File: src/rtl/mic_i2s_rx_if.sv
// Signal bundle between the I2S capture receiver, the microphone pins and the audio buffer.
// Defining MIC_RX_HANDSHAKE_EN adds sample_ack/overrun for level-valid handshaking.
interface mic_i2s_rx_if #(
    parameter int unsigned WIDTH = 16
);
    logic             enable;
    logic             datain;
    logic             bclk;
    logic             rlclk;
    logic [WIDTH-1:0] left_data;
    logic [WIDTH-1:0] right_data;
    logic             sample_valid;
    logic             busy;
`ifdef MIC_RX_HANDSHAKE_EN
    logic             sample_ack;
    logic             overrun;
`endif

    // Receiver side: generates the serial clocks and presents captured frames.
    modport master (
        input  enable,
        input  datain,
        output bclk,
        output rlclk,
        output left_data,
        output right_data,
        output sample_valid,
        output busy
`ifdef MIC_RX_HANDSHAKE_EN
        ,
        input  sample_ack,
        output overrun
`endif
    );

    // Consumer/device side.
    modport slave (
        output enable,
        output datain,
        input  bclk,
        input  rlclk,
        input  left_data,
        input  right_data,
        input  sample_valid,
        input  busy
`ifdef MIC_RX_HANDSHAKE_EN
        ,
        output sample_ack,
        input  overrun
`endif
    );
endinterface

File: src/rtl/mic_i2s_rx.sv
// I2S master-mode PCM capture: generates bclk/rlclk from clk and deserializes MSB-first stereo words.
// Optional MIC_RX_HANDSHAKE_EN turns sample_valid into an acked level with a sticky overrun flag.
module mic_i2s_rx #(
    parameter int unsigned DIV   = 2,
    parameter int unsigned WIDTH = 16,
    parameter int unsigned SLOT  = 32
) (
    input logic          clk,
    input logic          reset,
    mic_i2s_rx_if.master bus
);
    localparam int unsigned DIV_W = (DIV > 1) ? $clog2(DIV) : 1;
    localparam int unsigned CNT_W = (SLOT > 1) ? $clog2(SLOT) : 1;
    localparam logic [DIV_W-1:0] DIV_LAST = DIV_W'(DIV - 1);
    localparam logic [CNT_W-1:0] CNT_LAST = CNT_W'(SLOT - 1);
    localparam logic [CNT_W-1:0] CNT_LSB  = CNT_W'(WIDTH);

    logic [DIV_W-1:0] div_q, div_d;
    logic             bclk_q, bclk_d;
    logic             rlclk_q, rlclk_d;
    logic [CNT_W-1:0] bitcnt_q, bitcnt_d;
    logic [WIDTH-1:0] shift_q, shift_d;
    logic [WIDTH-1:0] hold_q, hold_d;
    logic [WIDTH-1:0] left_q, left_d;
    logic [WIDTH-1:0] right_q, right_d;
    logic             valid_q, valid_d;
    logic             busy_q, busy_d;
    logic             left_done_q, left_done_d;
    logic             right_done_q, right_done_d;
`ifdef MIC_RX_HANDSHAKE_EN
    logic             overrun_q, overrun_d;
`endif

    logic div_wrap_c;
    logic rise_ev_c;
    logic fall_ev_c;
    logic capture_c;
    logic slot_end_c;

    // bclk edge events are decoded from the divider wrap and the current bclk level.
    assign div_wrap_c = (div_q == DIV_LAST);
    assign rise_ev_c  = bus.enable && div_wrap_c && !bclk_q;
    assign fall_ev_c  = bus.enable && div_wrap_c && bclk_q;
    assign capture_c  = rise_ev_c && (bitcnt_q != '0) && (bitcnt_q <= CNT_LSB);
    assign slot_end_c = rise_ev_c && (bitcnt_q == CNT_LSB);

    always_ff @(posedge clk or negedge reset) begin
        if (!reset) begin
            div_q        <= '0;
            bclk_q       <= 1'b0;
            rlclk_q      <= 1'b0;
            bitcnt_q     <= '0;
            shift_q      <= '0;
            hold_q       <= '0;
            left_q       <= '0;
            right_q      <= '0;
            valid_q      <= 1'b0;
            busy_q       <= 1'b0;
            left_done_q  <= 1'b0;
            right_done_q <= 1'b0;
`ifdef MIC_RX_HANDSHAKE_EN
            overrun_q    <= 1'b0;
`endif
        end else begin
            div_q        <= div_d;
            bclk_q       <= bclk_d;
            rlclk_q      <= rlclk_d;
            bitcnt_q     <= bitcnt_d;
            shift_q      <= shift_d;
            hold_q       <= hold_d;
            left_q       <= left_d;
            right_q      <= right_d;
            valid_q      <= valid_d;
            busy_q       <= busy_d;
            left_done_q  <= left_done_d;
            right_done_q <= right_done_d;
`ifdef MIC_RX_HANDSHAKE_EN
            overrun_q    <= overrun_d;
`endif
        end
    end

    always_comb begin
        div_d        = div_q;
        bclk_d       = bclk_q;
        rlclk_d      = rlclk_q;
        bitcnt_d     = bitcnt_q;
        shift_d      = shift_q;
        hold_d       = hold_q;
        left_d       = left_q;
        right_d      = right_q;
        busy_d       = busy_q;
        left_done_d  = 1'b0;
        right_done_d = 1'b0;
`ifdef MIC_RX_HANDSHAKE_EN
        valid_d      = valid_q;
        overrun_d    = overrun_q;
`else
        valid_d      = 1'b0;
`endif

        if (!bus.enable) begin
            // Idle: clocks parked low, partial frame and pending transfers dropped.
            div_d    = '0;
            bclk_d   = 1'b0;
            rlclk_d  = 1'b0;
            bitcnt_d = '0;
            shift_d  = '0;
            busy_d   = 1'b0;
            valid_d  = 1'b0;
        end else begin
            busy_d = 1'b1;
            div_d  = div_wrap_c ? '0 : div_q + DIV_W'(1);
            if (div_wrap_c) begin
                bclk_d = !bclk_q;
            end

            if (fall_ev_c) begin
                if (bitcnt_q == CNT_LAST) begin
                    bitcnt_d = '0;
                    rlclk_d  = !rlclk_q;
                end else begin
                    bitcnt_d = bitcnt_q + CNT_W'(1);
                end
            end

            if (capture_c) begin
                shift_d = {shift_q[WIDTH-2:0], bus.datain};
            end

            // Slot completion is flagged on the LSB rise and committed one clk later.
            left_done_d  = slot_end_c && !rlclk_q;
            right_done_d = slot_end_c && rlclk_q;

            if (left_done_q) begin
                hold_d = shift_q;
            end

`ifdef MIC_RX_HANDSHAKE_EN
            if (valid_q && bus.sample_ack) begin
                valid_d = 1'b0;
            end
            if (right_done_q && valid_q && !bus.sample_ack) begin
                overrun_d = 1'b1;
            end
`endif
            if (right_done_q) begin
                left_d  = hold_q;
                right_d = shift_q;
                valid_d = 1'b1;
            end
        end
    end

    assign bus.bclk         = bclk_q;
    assign bus.rlclk        = rlclk_q;
    assign bus.left_data    = left_q;
    assign bus.right_data   = right_q;
    assign bus.sample_valid = valid_q;
    assign bus.busy         = busy_q;
`ifdef MIC_RX_HANDSHAKE_EN
    assign bus.overrun      = overrun_q;
`endif
endmodule
File: src/flat_wrapper.sv
// flat-port wrapper written by rule: the top's interface ports become plain ports
module mic_i2s_rx_flat 
#(
    parameter int unsigned DIV   = 2,
    parameter int unsigned WIDTH = 16,
    parameter int unsigned SLOT  = 32
)
  (clk, reset, bus_enable, bus_datain, bus_bclk, bus_rlclk, bus_left_data, bus_right_data, bus_sample_valid, bus_busy);
  mic_i2s_rx_if #(.WIDTH(WIDTH)) bus_i ();
  input logic clk;
  input logic reset;
  input wire logic [$bits(bus_i.enable)-1:0] bus_enable;
  input wire logic [$bits(bus_i.datain)-1:0] bus_datain;
  output wire logic [$bits(bus_i.bclk)-1:0] bus_bclk;
  output wire logic [$bits(bus_i.rlclk)-1:0] bus_rlclk;
  output wire logic [$bits(bus_i.left_data)-1:0] bus_left_data;
  output wire logic [$bits(bus_i.right_data)-1:0] bus_right_data;
  output wire logic [$bits(bus_i.sample_valid)-1:0] bus_sample_valid;
  output wire logic [$bits(bus_i.busy)-1:0] bus_busy;
  assign bus_i.enable = bus_enable;
  assign bus_i.datain = bus_datain;
  assign bus_bclk = bus_i.bclk;
  assign bus_rlclk = bus_i.rlclk;
  assign bus_left_data = bus_i.left_data;
  assign bus_right_data = bus_i.right_data;
  assign bus_sample_valid = bus_i.sample_valid;
  assign bus_busy = bus_i.busy;
  mic_i2s_rx #(.DIV(DIV), .WIDTH(WIDTH), .SLOT(SLOT)) u_core (.clk(clk), .reset(reset), .bus(bus_i));
endmodule
File: config.mk
export PLATFORM = sky130hd
export DESIGN_NAME = mic_i2s_rx_flat
export DESIGN_NICKNAME = d
export VERILOG_FILES = /design/src/rtl/mic_i2s_rx_if.sv /design/src/rtl/mic_i2s_rx.sv /design/src/flat_wrapper.sv
export SDC_FILE = /design/constraint.sdc
export NUM_CORES = 1
export LEC_CHECK = 0
export ABC_AREA = 1
export BUFFER_PORTS_ARGS = -buffer_cell sky130_fd_sc_hd__buf_2
export CORE_MARGIN = 2
export CORE_UTILIZATION = 51
export CTS_CLUSTER_DIAMETER = 60
export DETAILED_ROUTE_END_ITERATION = 8
export PLACE_DENSITY = 0.86
export SLEW_MARGIN = 40
export SYNTH_ARGS = -nofsm -noshare
export SYNTH_HDL_FRONTEND = slang
export SYNTH_SLANG_ARGS = --single-unit
File: constraint.sdc
create_clock -name clk -period 1.2 [get_ports clk]
set_input_delay 0.12 -clock clk [delete_from_list [all_inputs] [get_ports clk]]
set_output_delay 0.12 -clock clk [all_outputs]
set_load 0.05 [all_outputs]
==> results.json, run 1 <==
{
  "clockPowerShare": 0.414,
  "dp_hpwl_um": 3860,
  "syn2layout_area_growth_pct": 22.1,
  "critical_path_required_ns": 1.47,
  "gp_congestion": 0.783,
  "power.share.sequential": 0.508,
  "grtUsageMet3": 0.0385,
  "grtUsageMet2": 0.310,
  "rsz0062_at_grt": "yes",
  "die_h_um": 81.7,
  "dp_cells": 430,
  "cts.root.buffer_cell": "clkbuf_8",
  "r2r_end": "u_core.bus.rlclk",
  "hp-class": "input port to register",
  "hold_viol_final": 0,
  "synthCells": 321,
  "cpPeakStageDelay_ns": 0.38,
  "final_cell_mix": "nand2_1, dfrtp_1, buf_2",
  "grt_pass1_wl_um": 9870,
  "maxCapViolCount": 0,
  "vias_per_cell": 5.15,
  "r2r_cells": 8,
  "grt_pass1_vias": 2167,
  "drcViolationCount": 0,
  "cts_made_buffers": 9,
  "min_to": "u_core.shift_q[0]",
  "cp_num_buf_inv": 0,
  "antenna_found_initial": 0,
  "ir_drop_mv": 0.785,
  "power_density_mw_per_mm2": 1370,
  "first_pass_iters": 5,
  "drt-initial-drc-count": 207,
  "holdPathStages": 3,
  "die_w_um": 81.7,
  "clockBufferDepth": 2,
  "wl_per_cell_um": 13.2,
  "synth_compound_area_frac": 0.0715,
  "synth_top_family_by_area": "simple AND/OR/NAND/NOR gates",
  "status": "finished, violations left",
  "initial_core_util": 0.524,
  "power_switching_mw": 1.26,
  "clk_pin_slew_ns": 0.08,
  "num_vias": 2336,
  "synthAdderAreaFrac": 0.0122,
  "netlist_area_mm2": 0.00308,
  "power_frac_comb": 0.078,
  "crit_fanout": 4,
  "cts_htree_levels": 3,
  "syn-num-nets": 328,
  "worst_slew_pin_slew_ns": 0.300,
  "yosysSeqAreaShare": 0.617,
  "setup_viol": 20,
  "pre_cts_ws_ns": -0.205,
  "grtUsageMet1": 0.253,
  "diodes": 0,
  "ys_warn_count": 0,
  "syn_area_per_cell_um2": 9.60,
  "final_core_util": 0.639,
  "core_area_mm2": 0.00589,
  "cts_tree": "done",
  "yosys_register_bits": 76,
  "fin_crit_sh": 1.15,
  "worst_setup_path_start_kind": "register",
  "endpoint_kind": "register",
  "fmax_ghz": 0.725,
  "switching_share": 0.244,
  "crit_chain": "ha_2 -> nand2_2 -> nor2_4 -> ha_4 -> nor2_2 -> nor2_4 -> nand3_1 -> o21ai_0",
  "crit_top_cell": "nor2_4",
  "grt_max_degree": 43,
  "nets": 381,
  "maxSlewViolCount": 0,
  "synth.distinct_cells": 23,
  "p_leak_nw": 1.94,
  "path_class": "register to register",
  "grt_remaining_overflow": 0,
  "yosys.area_share.simple": 0.237,
  "row_count": 28,
  "gr-max-usage-layer": "met2",
  "path_delay_family": "simple AND/OR/NAND/NOR gates",
  "reg2reg_slack_ns": -0.18,
  "clkLatencyLatePin_ns": 0.35,
  "muxShareOfSynthArea": 0,
  "fin_ws_ns": -0.179,
  "maxSlewHeadroom": 0.800,
  "min_period_ns": 1.38,
  "ios": 40,
  "final_common_cell": "nand2_1",
  "crit_slowest_cell": "dfrtp_1",
  "wirelength_um": 6000,
  "worstHoldStart": "bus_datain",
  "drive_gt1_frac": 0.245,
  "portBuffers": 39,
  "cts_sinks": 76,
  "r2r_start": "u_core.bitcnt_q[1]",
  "p_int_mw": 3.91,
  "die_area_mm2": 0.00668,
  "track_usage": 0.199,
  "ant_nets": 0,
  "violations": "setup timing",
  "fin_cells": 454,
  "skew_ns": 0.00786,
  "worstPathArrival_ns": 1.65,
  "synth_xor_area_frac": 0
}
## registers in the layout, indices dropped and copies added, names as in the netlist, 5 cells and up
signal                 count
u_core.bus.left_data      16
u_core.bus.right_data     16
u_core.hold_q             16
u_core.shift_q            16
u_core.bitcnt_q            5
## power groups by stage
| stage | Combinational [mW] | Clock, mW | Sequential (mW) |
|---|---|---|---|
| after global placement | 0.347 | 0 | 2.67 |
| after detailed placement | 0.357 | 0 | 2.67 |
| after floorplan | 0.208 | 0 | 2.71 |
| after global routing | 0.442 | 2.29 | 2.63 |
| final | 0.403 | 2.14 | 2.63 |
| after CTS | 0.389 | 2.17 | 2.62 |
## worst max path at each step
| stage | cells past startpoint | endpoint | from | slack [ns] |
|---|---|---|---|---|
| final | 8 | u_core.bus.rlclk | u_core.bitcnt_q[1] | -0.18 |
| after CTS | 9 | u_core.bitcnt_q[2] | u_core.bitcnt_q[0] | -0.16 |
| after global routing | 9 | u_core.bitcnt_q[2] | u_core.bitcnt_q[1] | -0.26 |
| after detailed placement | 9 | u_core.bitcnt_q[2] | u_core.bitcnt_q[0] | -0.21 |
| after floorplan | 9 | u_core.bitcnt_q[2] | u_core.bitcnt_q[0] | -0.07 |
| after global placement | 9 | u_core.bitcnt_q[2] | u_core.bitcnt_q[0] | -0.11 |
## cells by family (layout without fill, tap and decap cells)
group | after synthesis | after routing
simple gates | 160 | 162
fa+ha+maj | 3 | 3
flops | 76 | 76
compound gates | 41 | 41
buf+inv | 41 | 97
## routing by layer
| metal | share of wire | vias to the layer above |
|---|---|---|
| met4 | 0.033 | 0 |
| met3 | 0.048 | 18 |
| met2 | 0.48 | 73 |
| met5 | 0 | - |
| li1 | - | 1136 |
| met1 | 0.43 | 1109 |
## layout make-up
cell class | instances | area [um^2]
Inverter | 26 | 97.6
Clock buffer | 9 | 124
Sequential cell | 76 | 1900
Multi-Input combinational cell | 206 | 1080
Timing Repair Buffer | 55 | 364
Fill cell | 441 | 2120
Clock inverter | 7 | 97.6
Tap cell | 75 | 93.8
## stage by stage
| step | hold WS, ns | cell area, um^2 | power (mW) | TNS, ns |
|---|---|---|---|---|
| after detailed placement | 0.0173 | 3400 | 3.03 | -2.16 |
| after CTS | 0.00134 | 3690 | 5.19 | -2.31 |
| after global placement | 0.0184 | 3400 | 3.02 | -1.30 |
| final | 0.0127 | 3760 | 5.17 | -2.45 |
| after floorplan | -0.176 | 3100 | 2.92 | -0.707 |
| after global routing | 0.0220 | 3760 | 5.37 | -4.28 |
## synthesized netlist by cell type
| cell | instances | area share |
|---|---|---|
| a21oi_2 | 1 | 0.0028 |
| buf_2 | 4 | 0.0065 |
| nand2_4 | 2 | 0.0073 |
| dfrtp_1 | 76 | 0.62 |
| inv_1 | 25 | 0.030 |
| nand2_1 | 108 | 0.13 |
| a21oi_4 | 1 | 0.0053 |
| nor2_4 | 1 | 0.0037 |
| nor2_8 | 2 | 0.013 |
| nand2_2 | 2 | 0.0041 |
| o21ai_1 | 1 | 0.0016 |
| buf_8 | 1 | 0.0049 |
| buf_1 | 1 | 0.0012 |
| clkbuf_1 | 4 | 0.0049 |
| nand4_1 | 1 | 0.0020 |
| clkinv_1 | 1 | 0.0012 |
| nand3_1 | 31 | 0.050 |
| buf_6 | 1 | 0.0037 |
| o21ai_0 | 38 | 0.062 |
| buf_4 | 4 | 0.0097 |
| nand3_4 | 2 | 0.011 |
| nor2_1 | 11 | 0.013 |
| ha_1 | 3 | 0.012 |
## what timing repair did
item	4_1_cts	5_1_grt
buffers inserted	1	3
gates resized for setup	6	11
pin swaps	2	7
cloned	2	0
hold endpoints to repair	77	0
endpoints found under the setup margin	21	23
hold buffers	2	0
## worst register-to-register path: cells and delay by family (launching register included)
family	cells	cell delay [ns]
flip-flops	1	0.38
AND/OR/NAND/NOR	5	0.49
AO/OA/AOI/OAI	1	0.09
adder cells (fa/ha/maj)	2	0.35
Note: power is estimated with default switching activity, not from simulation.
==> run 2, diff against run 1 <==
--- a/config.mk
+++ b/config.mk
@@ -5,7 +5,7 @@
 export SDC_FILE = /design/constraint.sdc
 export NUM_CORES = 1
 export LEC_CHECK = 0
-export ABC_AREA = 1
+export ABC_AREA = 0
 export BUFFER_PORTS_ARGS = -buffer_cell sky130_fd_sc_hd__buf_2
 export CORE_MARGIN = 2
 export CORE_UTILIZATION = 51
==> run 2 against run 1 <==
- the run still ends with setup timing left
- utilization is 4.3 points higher
- final cell count fell by 22%
- sequential share of layout area shrank 0.48 points
- design area increased by 1.0%
- clock power shrank 4%
- critical path type unchanged
==> results.json, run 2 <==
{
  "status": "finished, violations left",
  "violations": "setup timing",
  "crit_chain": "ha_2 -> and3_4 -> ha_4 -> or4b_1 -> a21boi_1",
  "maxSlewViolCount": 0,
  "fin_crit_sh": 1.36,
  "grt_pass1_vias": 1859,
  "crit_slowest_cell": "or4b_1",
  "wirelength_um": 5390,
  "yosys.area_share.simple": 0.0674,
  "syn-num-nets": 213,
  "cts.root.buffer_cell": "clkbuf_8",
  "cts_sinks": 76,
  "cp_num_buf_inv": 0,
  "drcViolationCount": 0,
  "initial_core_util": 0.536,
  "antenna_found_initial": 0,
  "cpPeakStageDelay_ns": 0.47,
  "vias_per_cell": 5.17,
  "cts_tree": "done",
  "r2r_cells": 5,
  "min_period_ns": 1.63,
  "portBuffers": 39,
  "dp_cells": 327,
  "yosysSeqAreaShare": 0.636,
  "netlist_area_mm2": 0.00299,
  "r2r_end": "u_core.bitcnt_q[2]",
  "track_usage": 0.181,
  "top_layer": "met4",
  "synth_ff_type": "dfrtp_1",
  "ant_nets": 0,
  "multiInputGateArea_mm2": 0.00110,
  "syn2layout_area_growth_pct": 27.2,
  "die_h_um": 80.6,
  "skew_ns": 0.00806,
  "netlist.area_leader.share": 0.636,
  "worst_setup_path_start_kind": "register",
  "rsz0062_at_grt": "yes",
  "drive_gt1_frac": 0.529,
  "die_area_mm2": 0.00649,
  "diodes": 0,
  "muxShareOfSynthArea": 0.234,
  "synth.distinct_cells": 27,
  "synth_top_cells_by_count": "dfrtp_1, mux2_2, nand2_1",
  "drt-initial-drc-count": 99,
  "register_area_mm2": 0.00190,
  "gp_congestion": 0.708,
  "endpoint_kind": "register",
  "ir_drop_mv": 0.679,
  "first_pass_iters": 4,
  "critical_path_required_ns": 1.47,
  "yosys_register_bits": 76,
  "synth_top_family_by_area": "multiplexers",
  "post-synth-top-area-cell": "dfrtp_1",
  "ios": 40,
  "path_delay_family": "simple AND/OR/NAND/NOR gates",
  "maxSlewHeadroom": 0.739,
  "clkLatencyLatePin_ns": 0.34,
  "grt_pass1_wl_um": 8680,
  "r2r_start": "u_core.bitcnt_q[1]",
  "final_cell_mix": "dfrtp_1, mux2_2, buf_2",
  "maxCapViolCount": 0,
  "die_w_um": 80.6,
  "power_density_mw_per_mm2": 1280,
  "crit_fanout": 3,
  "min_to": "u_core.shift_q[0]",
  "reg2reg_slack_ns": -0.43,
  "fillerInstances": 393,
  "synthCells": 206,
  "clk_pin_slew_ns": 0.08,
  "tns_ns": -6.71,
  "synth_edf_count": 0,
  "worstHoldStart": "bus_datain",
  "fmax_ghz": 0.614,
  "worst_slew_pin_slew_ns": 0.392,
  "final_common_cell": "dfrtp_1",
  "syn_area_per_cell_um2": 14.5,
  "synth_area_leaders": "dfrtp_1, mux2_2, mux2i_1",
  "synthArstFlopShare": 1.00,
  "synthAdderAreaFrac": 0.0126,
  "dr_wl_met3_um": 258,
  "synth_compound_area_frac": 0.0155,
  "met1_length_um": 2310,
  "row_count": 27,
  "clockBufferDepth": 2,
  "worstPathArrival_ns": 1.90,
  "hp-class": "input port to register",
  "dr_wl_met2_um": 2720,
  "p_leak_nw": 2.13,
  "synth_most_common_cell": "dfrtp_1",
  "holdPathStages": 3,
  "ys_warn_count": 0,
  "grt_max_degree": 77,
  "power_mw": 4.87,
  "nets": 282,
  "synth_xor_area_frac": 0.0117,
  "grt_remaining_overflow": 0,
  "fin_cells": 352,
  "hold_viol_final": 0,
  "path_class": "register to register",
  "hold_slack_ns": 0.0238,
  "wl_per_cell_um": 15.3,
  "num_vias": 1820,
  "cts_made_buffers": 9,
  "cts_htree_levels": 3,
  "fin_ws_ns": -0.428,
  "core_area_mm2": 0.00557,
  "setup_viol": 22,
  "dp_hpwl_um": 3380
}
==> run 2: cell count changes after synthesis, sizes merged, moves of 3 or more <==
cell	change
nand3	-29
a21boi	+4
o21ai	-37
mux2i	+16
mux2	+48
and2	+3
nor2	-11
nand2	-90
buf	-5
xnor2	+3
inv	-20
==> run 2: routing by layer <==
metal	track usage	vias to the layer above
met1	0.223	918
met2	0.295	43
met4	0.0898	0
met3	0.0483	9
li1	-	850
met5	0	-
==> run 2: cell families after synthesis <==
logic type	count (synthesis)
multiplexers	64
XOR/XNOR	4
flip-flops	76
adder cells (fa/ha/maj)	3
AO/OA/AOI/OAI	7
buffers and inverters	13
AND/OR/NAND/NOR	39
==> run 2: how the worst max path moves through the flow <==
stage                       startpoint                  to  slack [ns]  cells after the start
finish              u_core.bitcnt_q[1]  u_core.bitcnt_q[2]       -0.43                      5
global route        u_core.bitcnt_q[1]  u_core.bitcnt_q[2]       -0.46                      5
CTS                 u_core.bitcnt_q[0]  u_core.bitcnt_q[2]       -0.43                      5
detailed placement  u_core.bitcnt_q[1]  u_core.bitcnt_q[2]       -0.45                      5
global placement    u_core.bitcnt_q[1]  u_core.bitcnt_q[2]       -0.36                      5
floorplan           u_core.bitcnt_q[0]  u_core.bitcnt_q[2]       -0.37                      5
==> run 2: final cells by class <==
type / count / area share
sequential: 76 / 0.501
inverter: 5 / 0.00494
timing repair buffer: 65 / 0.121
clock buffer: 13 / 0.0471
clock inverter: 3 / 0.0112
tap: 72 / 0.0237
multi-input combinational: 118 / 0.291
==> run 2: worst reg2reg max path, cell delays in order (launching register included) <==
cell	delay, ns
dfrtp_1	0.41
ha_2	0.20
and3_4	0.18
ha_4	0.15
or4b_1	0.48
a21boi_1	0.14
==> run 2: metrics by stage <==
stage,area (um^2),setup slack [ns],util
after CTS,3720,-0.435,0.667
after global placement,3430,-0.355,0.615
after global routing,3800,-0.460,0.682
final,3800,-0.428,0.682
after floorplan,3030,-0.368,-
after detailed placement,3430,-0.454,0.615
==> run 2: power breakdown <==
part	total [mW]	internal, mW	switching, mW	leakage (nW)
combinational	0.225	0.0927	0.132	0.960
clock	2.06	1.18	0.878	0.112
sequential	2.58	2.57	0.00935	1.05
==> run 2: what timing repair did <==
action,CTS,global route
gates cloned,1,1
buffers inserted,2,4
hold buffers,1,0
resized for setup,10,8
pin swaps,7,2
setup endpoints to repair,23,35
endpoints found under the hold margin,76,0
